`config.mk`:
```
export PLATFORM = sky130hd
export DESIGN_NAME = hazard_sched
export DESIGN_NICKNAME = d
export VERILOG_FILES = /design/src/rtl/hazard_sched.sv
export SDC_FILE = /design/constraint.sdc
export NUM_CORES = 1
export LEC_CHECK = 0
export ABC_AREA = 1
export BUFFER_PORTS_ARGS = -buffer_cell sky130_fd_sc_hd__buf_2
export CAP_MARGIN = 20
export CORE_UTILIZATION = 35
export CTS_CLUSTER_DIAMETER = 150
export CTS_CLUSTER_SIZE = 10
export DETAILED_ROUTE_END_ITERATION = 7
export PLACE_DENSITY_LB_ADDON = 0.05
export RECOVER_POWER = 50
export SLEW_MARGIN = 20
export SYNTH_ARGS = -nofsm -noshare
export SYNTH_HDL_FRONTEND = slang
export SYNTH_SLANG_ARGS = --single-unit
```
`constraint.sdc`:
```
create_clock -name clk -period 1.9 [get_ports clk]
set_clock_uncertainty 0.2 [all_clocks]
set_input_delay 0 -clock clk [delete_from_list [all_inputs] [get_ports clk]]
set_output_delay 0 -clock clk [all_outputs]
set_load 0.005 [all_outputs]
```
`src/rtl/hazard_sched.sv`:
```
// hazard_sched: ID-stage hazard scheduler for the five-stage core.
//
// Decides each cycle whether the IF/ID instruction may advance or must stall.
// It also selects the source for each operand of the ID-stage branch comparator.
// A private three-entry scoreboard (EX, MEM, WB) tracks destination registers
// in flight, so no taps into the later pipeline registers are needed.
//
// Ports:
//   clk, rst         rising-edge clock, asynchronous active-low reset
//   id_*             decoded fields of the instruction currently in IF/ID
//   flush            taken branch/jump; the IF/ID occupant is squashed
//   stall            hold PC and IF/ID, insert a bubble into EX
//   pc_write         ~stall
//   if_id_write      ~stall
//   forward_signal   [3:2] rs, [1:0] rt: 00 regfile, 01 EX/MEM ALU result, 10 WB value
//   stall_cause      00 none, 01 load-use, 10 branch-on-ALU, 11 branch-on-load
//   stall_cnt        saturating count of stall cycles since reset
module hazard_sched #(
    parameter int unsigned REG_W = 5,
    parameter int unsigned CNT_W = 16
) (
    input  logic             clk,
    input  logic             rst,
    input  logic             id_valid,
    input  logic [REG_W-1:0] id_rs,
    input  logic [REG_W-1:0] id_rt,
    input  logic             id_use_rs,
    input  logic             id_use_rt,
    input  logic             id_branch,
    input  logic             id_reg_write,
    input  logic             id_load,
    input  logic [REG_W-1:0] id_dst,
    input  logic             flush,
    output logic             stall,
    output logic             pc_write,
    output logic             if_id_write,
    output logic [3:0]       forward_signal,
    output logic [1:0]       stall_cause,
    output logic [CNT_W-1:0] stall_cnt
);

    typedef struct packed {
        logic             valid;
        logic             reg_write;
        logic             load;
        logic [REG_W-1:0] dst;
    } sb_entry_t;

    // WB never needs the load flag: the value is final by then.
    typedef struct packed {
        logic             valid;
        logic             reg_write;
        logic [REG_W-1:0] dst;
    } wb_entry_t;

    sb_entry_t        ex_q, ex_d, mem_q;
    wb_entry_t        wb_q;
    logic [CNT_W-1:0] cnt_q, cnt_d;

    logic rs_ex, rt_ex, rs_mem, rt_mem, rs_wb, rt_wb;
    logic active, load_use, br_alu, br_load, fwd_en;

    // Register 0 is hard-wired, so it can never create a dependency.
    function automatic logic src_match(input logic             used,
                                       input logic [REG_W-1:0] idx,
                                       input logic             valid,
                                       input logic             reg_write,
                                       input logic [REG_W-1:0] dst);
        return used && (idx != '0) && valid && reg_write && (dst == idx);
    endfunction

    always_comb begin
        rs_ex  = src_match(id_use_rs, id_rs, ex_q.valid, ex_q.reg_write, ex_q.dst);
        rt_ex  = src_match(id_use_rt, id_rt, ex_q.valid, ex_q.reg_write, ex_q.dst);
        rs_mem = src_match(id_use_rs, id_rs, mem_q.valid, mem_q.reg_write, mem_q.dst);
        rt_mem = src_match(id_use_rt, id_rt, mem_q.valid, mem_q.reg_write, mem_q.dst);
        rs_wb  = src_match(id_use_rs, id_rs, wb_q.valid, wb_q.reg_write, wb_q.dst);
        rt_wb  = src_match(id_use_rt, id_rt, wb_q.valid, wb_q.reg_write, wb_q.dst);

        // A squashed or empty slot never stalls.
        active   = id_valid & ~flush;
        load_use = active & (rs_ex | rt_ex) & ex_q.load;
        br_alu   = active & id_branch & (rs_ex | rt_ex) & ~ex_q.load;
        br_load  = active & id_branch & (rs_mem | rt_mem) & mem_q.load;

        stall = load_use | br_alu | br_load;

        if (br_load) begin
            stall_cause = 2'b11;
        end else if (load_use) begin
            stall_cause = 2'b01;
        end else if (br_alu) begin
            stall_cause = 2'b10;
        end else begin
            stall_cause = 2'b00;
        end

        // Only the ID comparator is served here; EX forwarding lives elsewhere.
        fwd_en         = id_branch & ~stall;
        forward_signal = 4'b0000;
        if (fwd_en) begin
            if (rs_mem && !mem_q.load) begin
                forward_signal[3:2] = 2'b01;
            end else if (rs_wb) begin
                forward_signal[3:2] = 2'b10;
            end
            if (rt_mem && !mem_q.load) begin
                forward_signal[1:0] = 2'b01;
            end else if (rt_wb) begin
                forward_signal[1:0] = 2'b10;
            end
        end

        pc_write    = ~stall;
        if_id_write = ~stall;

        if (stall | flush | ~id_valid) begin
            ex_d = '0;
        end else begin
            ex_d = {id_valid, id_reg_write, id_load, id_dst};
        end

        cnt_d = cnt_q;
        if (stall && (cnt_q != {CNT_W{1'b1}})) begin
            cnt_d = cnt_q + CNT_W'(1);
        end
    end

    always_ff @(posedge clk or negedge rst) begin
        if (!rst) begin
            ex_q  <= '0;
            mem_q <= '0;
            wb_q  <= '0;
            cnt_q <= '0;
        end else begin
            ex_q  <= ex_d;
            mem_q <= ex_q;
            wb_q  <= {mem_q.valid, mem_q.reg_write, mem_q.dst};
            cnt_q <= cnt_d;
        end
    end

    assign stall_cnt = cnt_q;

endmodule

```
==> results.md, run 1 <==
* Result of the run: complete, but fails checks
* Violated checks: design-rule violations, negative setup slack
* Number of antenna repair diodes at 0
* DP Cell Count at between 400 and 500
* Mean area per synthesized cell at 7.416 sq um
* Critical Path RT at 1700 ps
* Number of enable flip-flop cells after synthesis at 0
* Hold_ws at around 150 ps
* Commonest cells post-synth: sky130_fd_sc_hd__nand2_1 (100), sky130_fd_sc_hd__dfrtp_1 (39), sky130_fd_sc_hd__inv_1 (35)
* Total of warnings raised by yosys at 0
* Dominant synthesized flop cell: sky130_fd_sc_hd__dfrtp_1
* Area added between synthesis and finish at 35.71%
* Instance count of the mapped netlist at between 300 and 400
* Largest cells by area after synthesis: sky130_fd_sc_hd__dfrtp_1 (42%), sky130_fd_sc_hd__nand2_1 (16%), sky130_fd_sc_hd__nand3_1 (6.2%), sky130_fd_sc_hd__inv_1 (5.6%), sky130_fd_sc_hd__xor2_1 (5.2%)
* Hold Crit Class: in2reg
* Share of the synthesized area in the top cell type at between 40% and 50%
* Proportion of register bits with asynchronous set or reset after synthesis at between 90% and 100%
* Highest clock frequency the design can meet at about 0.50 GHz
* Largest area contributor in the synthesized netlist: sky130_fd_sc_hd__dfrtp_1
* Critical-path cell with the highest stage delay: sky130_fd_sc_hd__dfrtp_1
* Vert. Die Dim at about 84 um
* Post-route standard cell area excluding fillers at around 3200 sq um
* Proportion of layout cells with a drive suffix above 1 at between 20% and 30%
* Clock buffer depth at 2
* Fin nets at 424
* Via count of the first global-routing pass at 2221
* DRC at 10
* Power density over cell area at a little under 600 nW/um^2
* CTS tree: built
* Cell at the root of the clock tree: sky130_fd_sc_hd__clkbuf_8
* Top Ports at 49
* Post-placement cell area at 2755 sq um
* Mean routed wirelength per cell at 12.93 um
* CP arrival at roughly 1800 ps
* Critical path start-end classification: reg2out
* HPWL Detailed at roughly 4500 um
* Critical path peak fanout at 3
* Area inside the core boundary at 6422 sq um
* Antenna violations before repair at 0
* Clock-pin slew on the worst setup and hold paths at 80 ps
* Count leader, synth: sky130_fd_sc_hd__nand2_1
* Max-Slew Margin vs Limit at around a third
* Pin count of the biggest net entering global routing at 40
* Critical path cell sequence: inv_1 > nand2_1 > nand2_1 > nor2_1 > nand2_1 > nor2_1 > nand2_1 > nand2_2 > nand3_2 > nand3_4 > inv_4 > buf_4 > buf_6
* Largest incremental delay on the critical path at ~380 ps
* Static leakage at approximately 0.0017 uW
* Kind of end point of the critical path: output pin
* Routed vias at 2304
* Number of endpoints failing setup at the final stage at 10
* Worst Max-Slew Pin Slew at 984.1 ps
* Detail Route Antenna Nets at 0
* Post-Syn Nets at about 340
* Later-pin clock latency in the skew report at just under 300 ps
* Number of input and output port buffers inserted at 48
* Global-route wire length before repair at ~10000 um
* Distinct cell type count of the synthesized netlist at 32
* Cell repeated most along the worst path: sky130_fd_sc_hd__nand2_1
* Router iterations before antenna repair at 7
* Initial Util at 36.61%
* Number of sinks driven by the clock tree at 39
* Max Transition Viols Final at 0
* Initial drt markers at 71
* Final Wtd Congestion at 0.8321
* Total power at between 1500 and 2000 uW
* H-tree level count at 2
* Via-to-Cell Ratio at 4.830
* Post-layout worst setup margin at -119.3 ps
* Number of rows created at floorplan at 29
* Number of standard cells in the layout, taps in and fillers out at approximately 480
* Flip-flop and latch count after synthesis at 39
* DRT Wirelength at 6166 um
* Fill cell count at between 600 and 700
* All-Layer GR Usage at a little under a fifth
* Total die area at 7049 sq um
* Startpoint Class: register
* Number of buffers inserted during clock tree synthesis at 5
* Peak supply drop at ~0.43 mV
* Grt total ovfl at 0
* Count of endpoints failing hold in the final timing report at 0
* Period utilization at 106.3%
* Number of max-capacitance violations reported at 0
* Die X-Extent at ~84 um
* Setup repair after global routing missed its margin: true
* Sequential element share of the synthesized area at between 40% and 50%
* Summed instance area of the synthesized netlist at 2351 sq um
* Min Tclk post-route at just over 2000 ps
repair_timing:
| item | 4_1_cts | 5_1_grt |
|---|---|---|
| hold endpoints to repair | 47 | 0 |
| buffers inserted | 8 | 1 |
| gates resized for setup | 12 | 16 |
| cloned | 1 | 0 |
| endpoints found under the setup margin | 20 | 33 |
| hold buffers | 9 | 0 |
| pin swaps | 9 | 18 |
cells by family after synthesis:
| kind of cell | after synthesis | share of synthesized area, % |
|---|---|---|
| xor+xnor | 17 | 6.333 |
| compound gates | 15 | 3.513 |
| buf+inv | 47 | 8.516 |
| fa+ha+maj | 1 | 0.5321 |
| flops | 39 | 41.51 |
| simple gates | 198 | 39.60 |
stage by stage:
| stage | setup WS (ps) | TNS, ps | util, % |
|---|---|---|---|
| 2_1_floorplan | 54.61 | 0 | - |
| 3_3_place_gp | -16.56 | -17.83 | 42.90 |
| 3_5_place_dp | 3.701 | 0 | 42.90 |
| 4_1_cts | -144.8 | -839.4 | 48.57 |
| 5_1_grt | -304.2 | -5158 | 49.68 |
| 6_report | -119.3 | -697.8 | 49.68 |
power breakdown:
part,internal [uW],switching (uW)
Combinational,76.7,104
Clock,524,314
Sequential,849,16.5
Total,1450,435
layout by cell type (no fill, tap or decap), types with 4 or more instances in the layout:
master                          instances
sky130_fd_sc_hd__xor2_1                14
sky130_fd_sc_hd__clkbuf_4               5
sky130_fd_sc_hd__dlygate4sd3_1          9
sky130_fd_sc_hd__buf_6                  4
sky130_fd_sc_hd__nor2_1                29
sky130_fd_sc_hd__a21oi_1                5
sky130_fd_sc_hd__nand2_1               93
sky130_fd_sc_hd__buf_4                 12
sky130_fd_sc_hd__inv_1                 34
sky130_fd_sc_hd__inv_2                  7
sky130_fd_sc_hd__nor3b_2                6
sky130_fd_sc_hd__dfrtp_1               39
sky130_fd_sc_hd__nand2_2                8
sky130_fd_sc_hd__nand3_1               28
sky130_fd_sc_hd__nand4_1                9
sky130_fd_sc_hd__clkbuf_8               5
sky130_fd_sc_hd__nor3_1                 4
sky130_fd_sc_hd__buf_2                 46
layer usage:
metal,share of wire [%],up-vias,track usage [%],routed length [um]
met4,1.4,0,5.956,85
met2,53,34,34.43,3290
met3,3.0,8,2.770,186
met5,0,-,0,0
met1,42,1085,21.55,2604
li1,-,1177,-,-
registers in the layout (all words and copies together), names as in the netlist:
name and cells:
ex_q 8, mem_q 8, stall_cnt 16, wb_q 7
worst max-delay path: cells and delay by family, from the launching register on:
family                 cells  cell delay, ps
and+or+nand+nor            9             810
buffers and inverters      4             340
DFF                        1             380
path summary, 6_finish.rpt:
path / start / endpoint / slack, ps / cells after the start
setup / recovery: ex_q[2] / pc_write / -120 / 13
hold / removal: flush / stall_cnt[15] / 150 / 7
setup reg to reg: ex_q[2] / stall_cnt[6] / -40 / 15
hold reg to reg: ex_q[6] / mem_q[6] / 190 / 0
max in group asynchronous: rst / stall_cnt[8] / 620 / 3
min in group asynchronous: rst / stall_cnt[0] / 280 / 3
final cells by class:
cell class,count,area (sq um),share of cell area [%]
multi-input combinational,231,1256,39.37
sequential,39,975.9,30.59
timing repair buffer,80,565.5,17.73
inverter,42,160.2,5.020
tap,77,96.34,3.020
clock buffer,5,68.82,2.157
clock inverter,3,67.56,2.118
Note: power is estimated with default switching activity, not from simulation.
==> run 2: changes to the inputs <==
Clock period 1.9 ns to 2.46 ns, I/O delays scaled along.
==> run 2 against run 1 <==
  * The flow finishes with violations (design-rule violations)
  * First-iteration DRC count is 77% higher
  * Worst hold slack worse by 18 ps
  * Via count fell by 6.2%
  * Worst setup slack improved by 330 ps
  * Die area unchanged
  * Non-clock buffer count decreased by 13
  * Clock power fell by 47%
  * Register-to-register slack better by 250 ps
  * Power shrank 34%
  * Largest cell class unchanged
  * Highest routed layer unchanged
==> results.md, run 2 (synthesized netlist as in run 1, its figures left out) <==
* Critical-path cell with the highest stage delay: sky130_fd_sc_hd__dlygate4sd3_1 (was sky130_fd_sc_hd__dfrtp_1)
* Via count of the first global-routing pass at 2133 (was 2221)
* Number of antenna repair diodes at 0 (unchanged)
* Largest incremental delay on the critical path at 570 ps (was 380 ps)
* Number of endpoints failing setup at the final stage at 0 (was 10)
* Number of input and output port buffers inserted at 48 (unchanged)
* Area inside the core boundary at 6422 sq um (unchanged)
* Vert. Die Dim at 83.96 um (unchanged)
* Total die area at 7049 sq um (unchanged)
* HPWL Detailed at 4440 um (was 4474 um)
* Clock buffer depth at 2 (unchanged)
* Max Transition Viols Final at 0 (unchanged)
* Mean routed wirelength per cell at 12.86 um (was 12.93 um)
* Period utilization at between 90 and 100%
* Detail Route Antenna Nets at 0 (unchanged)
* Die X-Extent at 83.96 um (unchanged)
* Cell family contributing the most delay on the critical path: simple AND/OR/NAND/NOR gates (unchanged)
* Setup repair after global routing missed its margin: false (was true)
* Initial drt markers at 126 (was 71)
* Router iterations before antenna repair at 6 (was 7)
* Static leakage at 0.001530 uW (was 0.001680 uW)
* CP arrival at 2230 ps (was 1820 ps)
* Number of flip-flops in the largest register at 16 (unchanged)
* Peak supply drop at 0.1371 mV (was 0.4340 mV)
* Antenna violations before repair at 0 (unchanged)
* Routed vias at 2161 (was 2304)
* Result of the run: complete, but fails checks (unchanged)
* Critical path peak fanout at 11 (was 3)
* H-tree level count at 2 (unchanged)
* Commonest cells after routing, fill and taps aside: sky130_fd_sc_hd__nand2_1 (99), sky130_fd_sc_hd__buf_2 (42), sky130_fd_sc_hd__dfrtp_1 (39) (was sky130_fd_sc_hd__nand2_1 (93), sky130_fd_sc_hd__buf_2 (46), sky130_fd_sc_hd__dfrtp_1 (39))
* Later-pin clock latency in the skew report at 300 ps (was 290 ps)
* DRC at 10 (unchanged)
* Most frequent standard cell in the layout excluding fill and tap cells: sky130_fd_sc_hd__nand2_1 (unchanged)
* Initial Util at 36.61% (unchanged)
* Cell at the root of the clock tree: sky130_fd_sc_hd__clkbuf_8 (unchanged)
* Hold Crit Class: in2reg (unchanged)
* Via-to-Cell Ratio at 4.657 (was 4.830)
* CTS tree: built (unchanged)
* Number of rows created at floorplan at 29 (unchanged)
* Min Tclk post-route at around 2300 ps
* Critical path cell sequence: a21oi_1 > nand4_1 > nor2_1 > nand2_1 > nand2_1 > nand2_2 > nand3_4 > nor3b_2 > dlygate4sd3_1 (was inv_1 > nand2_1 > nand2_1 > nor2_1 > nand2_1 > nor2_1 > nand2_1 > nand2_2 > nand3_2 > nand3_4 > inv_4 > buf_4 > buf_6)
* Kind of end point of the critical path: register (was output pin)
* Violated checks: design-rule violations (was design-rule violations, negative setup slack)
* Max-Slew Margin vs Limit at 34.13% (was 34.40%)
* Fin util at 45.39% (was 49.68%)
* Number of sinks driven by the clock tree at 39 (unchanged)
* Number of buffers inserted during clock tree synthesis at 5 (unchanged)
* Startpoint Class: register (unchanged)
* Fin nets at 411 (was 424)
* Final Wtd Congestion at 0.8138 (was 0.8321)
* Number of max-capacitance violations reported at 0 (unchanged)
* Clock-pin slew on the worst setup and hold paths at 90 ps (was 80 ps)
* Power density over cell area at 429.1 nW/um^2 (was 590.8 nW/um^2)
* Total Negative Setup Slacks at 0 ps (was -697.8 ps)
* Area added between synthesis and finish at 24.00% (was 35.71%)
* Top Ports at 49 (unchanged)
* Worst Max-Slew Pin Slew at 988.1 ps (was 984.1 ps)
* Pin count of the biggest net entering global routing at 40 (unchanged)
* DRT Wirelength at 5965 um (was 6166 um)
* All-Layer GR Usage at 18.32% (was 18.48%)
* Grt total ovfl at 0 (unchanged)
* Critical path start-end classification: reg2reg (was reg2out)
* Cell repeated most along the worst path: sky130_fd_sc_hd__nand2_1 (unchanged)
* Buffers & Inverters on Critical Path at 1 (was 4)
* Count of endpoints failing hold in the final timing report at 0 (unchanged)
* Highest clock frequency the design can meet at about 0.44 GHz
* Critical Path RT at 2430 ps (was 1700 ps)
* Global-route wire length before repair at 10150 um (was 10250 um)
* Proportion of layout cells with a drive suffix above 1 at 19.38% (was 29.25%)
[run 2: changes by cell type in the layout (fill, tap and decap cells not counted), moves of 4 or more]
| cell | previous run | this run |
|---|---|---|
| sky130_fd_sc_hd__clkbuf_1 | 0 | 5 |
| sky130_fd_sc_hd__buf_4 | 12 | 2 |
| sky130_fd_sc_hd__buf_6 | 4 | 0 |
| sky130_fd_sc_hd__nand2_1 | 93 | 99 |
| sky130_fd_sc_hd__clkbuf_4 | 5 | 0 |
| sky130_fd_sc_hd__buf_2 | 46 | 42 |
| sky130_fd_sc_hd__dlygate4sd3_1 | 9 | 17 |
[run 2: area by class of cell]
cell class              count  area (sq um)
multi-input cells         231          1177
clock buffers               5         68.82
inverters                  42         157.7
flip-flops and latches     39         975.9
well taps                  77         96.34
repair buffers             67         419.2
clock inverters             3         20.02
fillers                   656          3507
[run 2: routing by layer]
metal / track usage, % / share of wire [%]
met1: 22.67 / 47
met2: 31.45 / 50
met3: 4.154 / 3.1
met4: 5.956 / 0.74
met5: 0 / 0
[run 2: tightest hold or removal path: cells and delay by family]
kind / cells / cell delay [ps]
buf+inv: 2 / 150
simple gates: 4 / 440
[run 2: timing repair]
| item | CTS | global route |
|---|---|---|
| hold endpoints to repair | 47 | 0 |
| hold buffers | 17 | 0 |
| setup buffers | 0 | 1 |
| gates resized for setup | 0 | 1 |
| endpoints found under the setup margin | 0 | 11 |
[run 2: worst paths after layout]
kind / slack [ps] / from / endpoint / cells after the start
setup reg to reg: 210 / mem_q[3] / ex_q[4] / 9
max in group asynchronous: 1250 / rst / stall_cnt[11] / 2
min in group asynchronous: 200 / rst / mem_q[1] / 2
setup / recovery: 210 / mem_q[3] / ex_q[4] / 9
hold / removal: 130 / id_valid / ex_q[7] / 6
hold reg to reg: 190 / ex_q[6] / mem_q[6] / 0
[run 2: stage by stage]
stage	std cells	total power [uW]	hold WS, ps	instance area, sq um	worst slack [ps]
finish	464	1251	130.2	2915	206.4
detailed placement	438	800.3	-8.442	2653	268.0
global route	464	1323	184.9	2915	19.61
CTS	463	1276	131.4	2912	70.87
floorplan	317	740.4	-495.6	2351	614.6
global placement	438	800.4	-14.33	2653	337.2
[run 2: report_power, final]
| part | total [uW] | leakage (uW) | switching [uW] | internal (uW) |
|---|---|---|---|---|
| Combinational | 135 | 0.000959 | 75.8 | 58.7 |
| Sequential | 669 | 0.000531 | 13.7 | 656 |
| Clock | 447 | 0.0000402 | 249 | 198 |
| Total | 1250 | 0.00153 | 339 | 912 |
==> run 3: changes to the inputs <==
Settings changed: ABC_AREA 1 to 0.
Clock period 2.46 ns to 2.2 ns, I/O delays scaled along.
==> run 3 against run 2 <==
  * The run ends with negative setup slack left
  * Sequential cell count unchanged
  * Highest routed layer unchanged
  * Routed wire length down 22%
  * Global-route usage down 0.35 points
  * Final area down 7.3%
  * Power up 8.7%
==> results.md, run 3 <==
* Result of the run: complete, but fails checks (unchanged)
* Violated checks: negative setup slack (was design-rule violations)
* Worst Max-Slew Pin Slew at 998.9 ps (was 988.1 ps)
* Instance count of the mapped netlist at 173 (was 317)
* Multiplexer share of the synthesized area at 0.5902% (was 0%)
* Commonest cells post-synth: sky130_fd_sc_hd__dfrtp_1 (39), sky130_fd_sc_hd__xnor2_1 (23), sky130_fd_sc_hd__xor2_1 (22) (was sky130_fd_sc_hd__nand2_1 (100), sky130_fd_sc_hd__dfrtp_1 (39), sky130_fd_sc_hd__inv_1 (35))
* Number of input and output port buffers inserted at 48 (unchanged)
* Global-route wire length before repair at 7534 um (was 10150 um)
* Synthesized-area fraction occupied by and/or/nand/nor cells at 21.25% (was 39.60%)
* Commonest cells after routing, fill and taps aside: sky130_fd_sc_hd__buf_2 (40), sky130_fd_sc_hd__dfrtp_1 (39), sky130_fd_sc_hd__xnor2_1 (22), sky130_fd_sc_hd__xor2_1 (22), sky130_fd_sc_hd__buf_4 (18) (was sky130_fd_sc_hd__nand2_1 (99), sky130_fd_sc_hd__buf_2 (42), sky130_fd_sc_hd__dfrtp_1 (39))
* Grt total ovfl at 0 (unchanged)
* Mean routed wirelength per cell at 14.27 um (was 12.86 um)
* Number of rows created at floorplan at 26 (was 29)
* Largest cells by area after synthesis: sky130_fd_sc_hd__dfrtp_1 (51%), sky130_fd_sc_hd__xnor2_1 (11%), sky130_fd_sc_hd__xor2_1 (10%), sky130_fd_sc_hd__nand3_1 (3.4%), sky130_fd_sc_hd__nor2_1 (3.3%) (was sky130_fd_sc_hd__dfrtp_1 (42%), sky130_fd_sc_hd__nand2_1 (16%), sky130_fd_sc_hd__nand3_1 (6.2%), sky130_fd_sc_hd__inv_1 (5.6%), sky130_fd_sc_hd__xor2_1 (5.2%))
* Number of endpoints failing setup at the final stage at 33 (was 0)
* Min Tclk post-route at roughly 2400 ps
* Vert. Die Dim at 75.84 um (was 83.96 um)
* Worst Reg2Reg Path Length in Cells at 8 (was 9)
* GRT Max-Usage Layer: met2 (unchanged)
* Number of max-capacitance violations reported at 0 (unchanged)
* Total power at 1359 uW (was 1251 uW)
* Dominant synthesized flop cell: sky130_fd_sc_hd__dfrtp_1 (unchanged)
* Initial Util at 36.89% (was 36.61%)
* Total Negative Setup Slacks at -4275 ps (was 0 ps)
* Proportion of layout cells with a drive suffix above 1 at 37.60% (was 19.38%)
* Post-layout worst setup margin at -219.5 ps (was 206.4 ps)
* Cell at the root of the clock tree: sky130_fd_sc_hd__clkbuf_8 (unchanged)
* Fin nets at 282 (was 411)
* Clock buffer depth at 2 (unchanged)
* Fin util at 52.23% (was 45.39%)
* Pin count of the biggest net entering global routing at 40 (unchanged)
* Largest area contributor in the synthesized netlist: sky130_fd_sc_hd__dfrtp_1 (unchanged)
* Critical path start-end classification: reg2out (was reg2reg)
* Number of enable flip-flop cells after synthesis at 0 (unchanged)
* Post-route standard cell area excluding fillers at 2701 sq um (was 2915 sq um)
* Mean area per synthesized cell at 11.03 sq um (was 7.416 sq um)
* Hold path endpoint: ex_q[7] (unchanged)
* Highest clock frequency the design can meet at slightly above 0.4 GHz
* Static leakage at 0.001363 uW (was 0.001530 uW)
* Power density over cell area at 503.2 nW/um^2 (was 429.1 nW/um^2)
* Share of the synthesized area in the top cell type at 51.15% (was 41.51%)
* Router iterations before antenna repair at 4 (was 6)
* CTS tree: built (unchanged)
* DRT Wirelength at 4680 um (was 5965 um)
* Total die area at 5751 sq um (was 7049 sq um)
* Period utilization at 110.0%
* Number of buffers inserted during clock tree synthesis at 5 (unchanged)
* Hold Path Cell Cnt at 4 (was 6)
* Post-placement cell area at 2349 sq um (was 2653 sq um)
* Most frequent standard cell in the layout excluding fill and tap cells: sky130_fd_sc_hd__buf_2 (was sky130_fd_sc_hd__nand2_1)
* Total of warnings raised by yosys at 0 (unchanged)
* Area added between synthesis and finish at 41.57% (was 24.00%)
* Area used by multi-input combinational logic at 1045 sq um (was 1177 sq um)
* Top Ports at 49 (unchanged)
* Flip-flop and latch count after synthesis at 39 (unchanged)
* Die X-Extent at 75.84 um (was 83.96 um)
* Global routing usage on met3 at 3.968% (was 4.154%)
* DRC at 0 (was 10)
* Via count of the first global-routing pass at 1583 (was 2133)
* Hold Crit Class: in2reg (unchanged)
* Register-to-register setup slack at -200 ps (was 210 ps)
* Critical path peak fanout at 7 (was 11)
* Initial drt markers at 41 (was 126)
* Critical Path RT at 2000 ps (was 2430 ps)
* Clock-pin slew on the worst setup and hold paths at 80 ps (was 90 ps)
* Area inside the core boundary at 5172 sq um (was 6422 sq um)
* Hold_ws at 63.41 ps (was 130.2 ps)
* Detail Route Antenna Nets at 0 (unchanged)
* Source of the worst hold timing path: id_valid (unchanged)
* Setup repair after global routing missed its margin: true (was false)
* Adder and majority gate portion of the synthesized area at 0.6557% (was 0.5322%)
* Later-pin clock latency in the skew report at 290 ps (was 300 ps)
* XOR/XNOR share of the synthesized area at 20.66% (was 6.333%)
* Startpoint of the worst-slack reg-to-reg timing path: mem_q[4] (was mem_q[3])
* Start point of the critical path: mem_q[4] (was mem_q[3])
* Sequential element share of the synthesized area at 51.15% (was 41.51%)
* Max Transition Viols Final at 0 (unchanged)
* Distinct cell type count of the synthesized netlist at 32 (unchanged)
* Antenna violations before repair at 0 (unchanged)
* Count of endpoints failing hold in the final timing report at 0 (unchanged)
* Number of flip-flops in the largest register at 16 (unchanged)
* FF+latch area at 975.9 sq um (unchanged)
* Worst reg2reg endpoint: stall_cnt[14] (was ex_q[4])
* Proportion of register bits with asynchronous set or reset after synthesis at 100.0% (unchanged)
* Startpoint Class: register (unchanged)
* Count leader, synth: sky130_fd_sc_hd__dfrtp_1 (was sky130_fd_sc_hd__nand2_1)
* Post-Syn Nets at 198 (was 342)
* Met1 Use GR at 24.42% (was 22.67%)
* Final Wtd Congestion at 0.8736 (was 0.8138)
* Kind of end point of the critical path: output pin (was register)
* Global-route track usage on met2 at 28.42% (was 31.45%)
* Combinational family with the most area after synthesis: simple AND/OR/NAND/NOR gates (unchanged)
* All-Layer GR Usage at 17.97% (was 18.32%)
* Max-Slew Margin vs Limit at 33.41% (was 34.13%)
* Routed vias at 1570 (was 2161)
* Fill cell count at 493 (was 656)
* Peak supply drop at 0.2493 mV (was 0.1371 mV)
* CP arrival at 2220 ps (was 2230 ps)
* Number of sinks driven by the clock tree at 39 (unchanged)
* Via-to-Cell Ratio at 4.787 (was 4.657)
* Number of antenna repair diodes at 0 (unchanged)
* HPWL Detailed at 3335 um (was 4440 um)
* Summed instance area of the synthesized netlist at 1908 sq um (was 2351 sq um)
* H-tree level count at 2 (unchanged)
* Fraction of the mapped netlist area in compound gates at 3.738% (was 3.513%)
## run 3: changes by cell type after synthesis, moves of 8 or more
cell / change
sky130_fd_sc_hd__nand2_1: -95
sky130_fd_sc_hd__xnor2_1: +20
sky130_fd_sc_hd__xor2_1: +8
sky130_fd_sc_hd__nand3_1: -16
sky130_fd_sc_hd__inv_1: -34
sky130_fd_sc_hd__and3_1: +9
sky130_fd_sc_hd__nor2_1: -15
## run 3: cell type report
class                      count  share of cell area (%)
timing repair buffer          81                   18.57
tap                           70                   3.242
multi-input combinational    128                   38.68
inverter                       2                  0.2779
sequential                    39                   36.13
clock buffer                   5                   2.547
clock inverter                 3                  0.5558
## run 3: worst max-delay path by stage
stage               slack [ps]           endpoint  depth (start not counted)
floorplan                    9       stall_cnt[1]                          7
global placement          -130            ex_q[6]                          7
detailed placement        -160       stall_cnt[5]                          8
CTS                       -260  forward_signal[2]                          8
global route              -330  forward_signal[2]                          8
finish                    -220  forward_signal[2]                          8
## run 3: logic make-up after synthesis
kind of cell,count (synthesis)
XOR/XNOR,45
AND/OR/NAND/NOR,71
flip-flops,39
multiplexers,1
adder cells (fa/ha/maj),1
buffers and inverters,6
AO/OA/AOI/OAI,10
## run 3: metal layers
metal / wire, um / share of wire [%] / vias to the layer above
met5: 0 / 0 / -
met4: 53 / 1.1 / 0
met3: 175 / 3.7 / 5
met2: 2174 / 46 / 42
met1: 2276 / 49 / 759
li1: - / - / 764
## run 3: what timing repair did
action	CTS	global route
setup buffers	5	2
gates resized for setup	25	8
endpoints found under the setup margin	32	33
endpoints found under the hold margin	47	0
hold buffers	9	0
pin swaps	19	7
cloned	0	0
## run 3: critical path, cell delays in order, from the launching register on
cell	delay, ps
sky130_fd_sc_hd__dfrtp_1	410
sky130_fd_sc_hd__xnor2_1	180
sky130_fd_sc_hd__nand4_1	110
sky130_fd_sc_hd__or4_4	510
sky130_fd_sc_hd__and2_4	170
sky130_fd_sc_hd__o22a_4	250
sky130_fd_sc_hd__nand3b_1	120
sky130_fd_sc_hd__nor2_1	60
sky130_fd_sc_hd__buf_2	120
## run 3: stage by stage
step | cells | setup WS, ps
after floorplan | 173 | 8.611
after global placement | 305 | -131.1
after detailed placement | 305 | -159.6
after CTS | 327 | -261.3
after global routing | 328 | -327.1
final | 328 | -219.5
## run 3: report_power, final
part	internal, uW	total [uW]	switching, uW
Combinational	70.1	136	66.1
Clock	217	476	259
Sequential	733	747	14.0
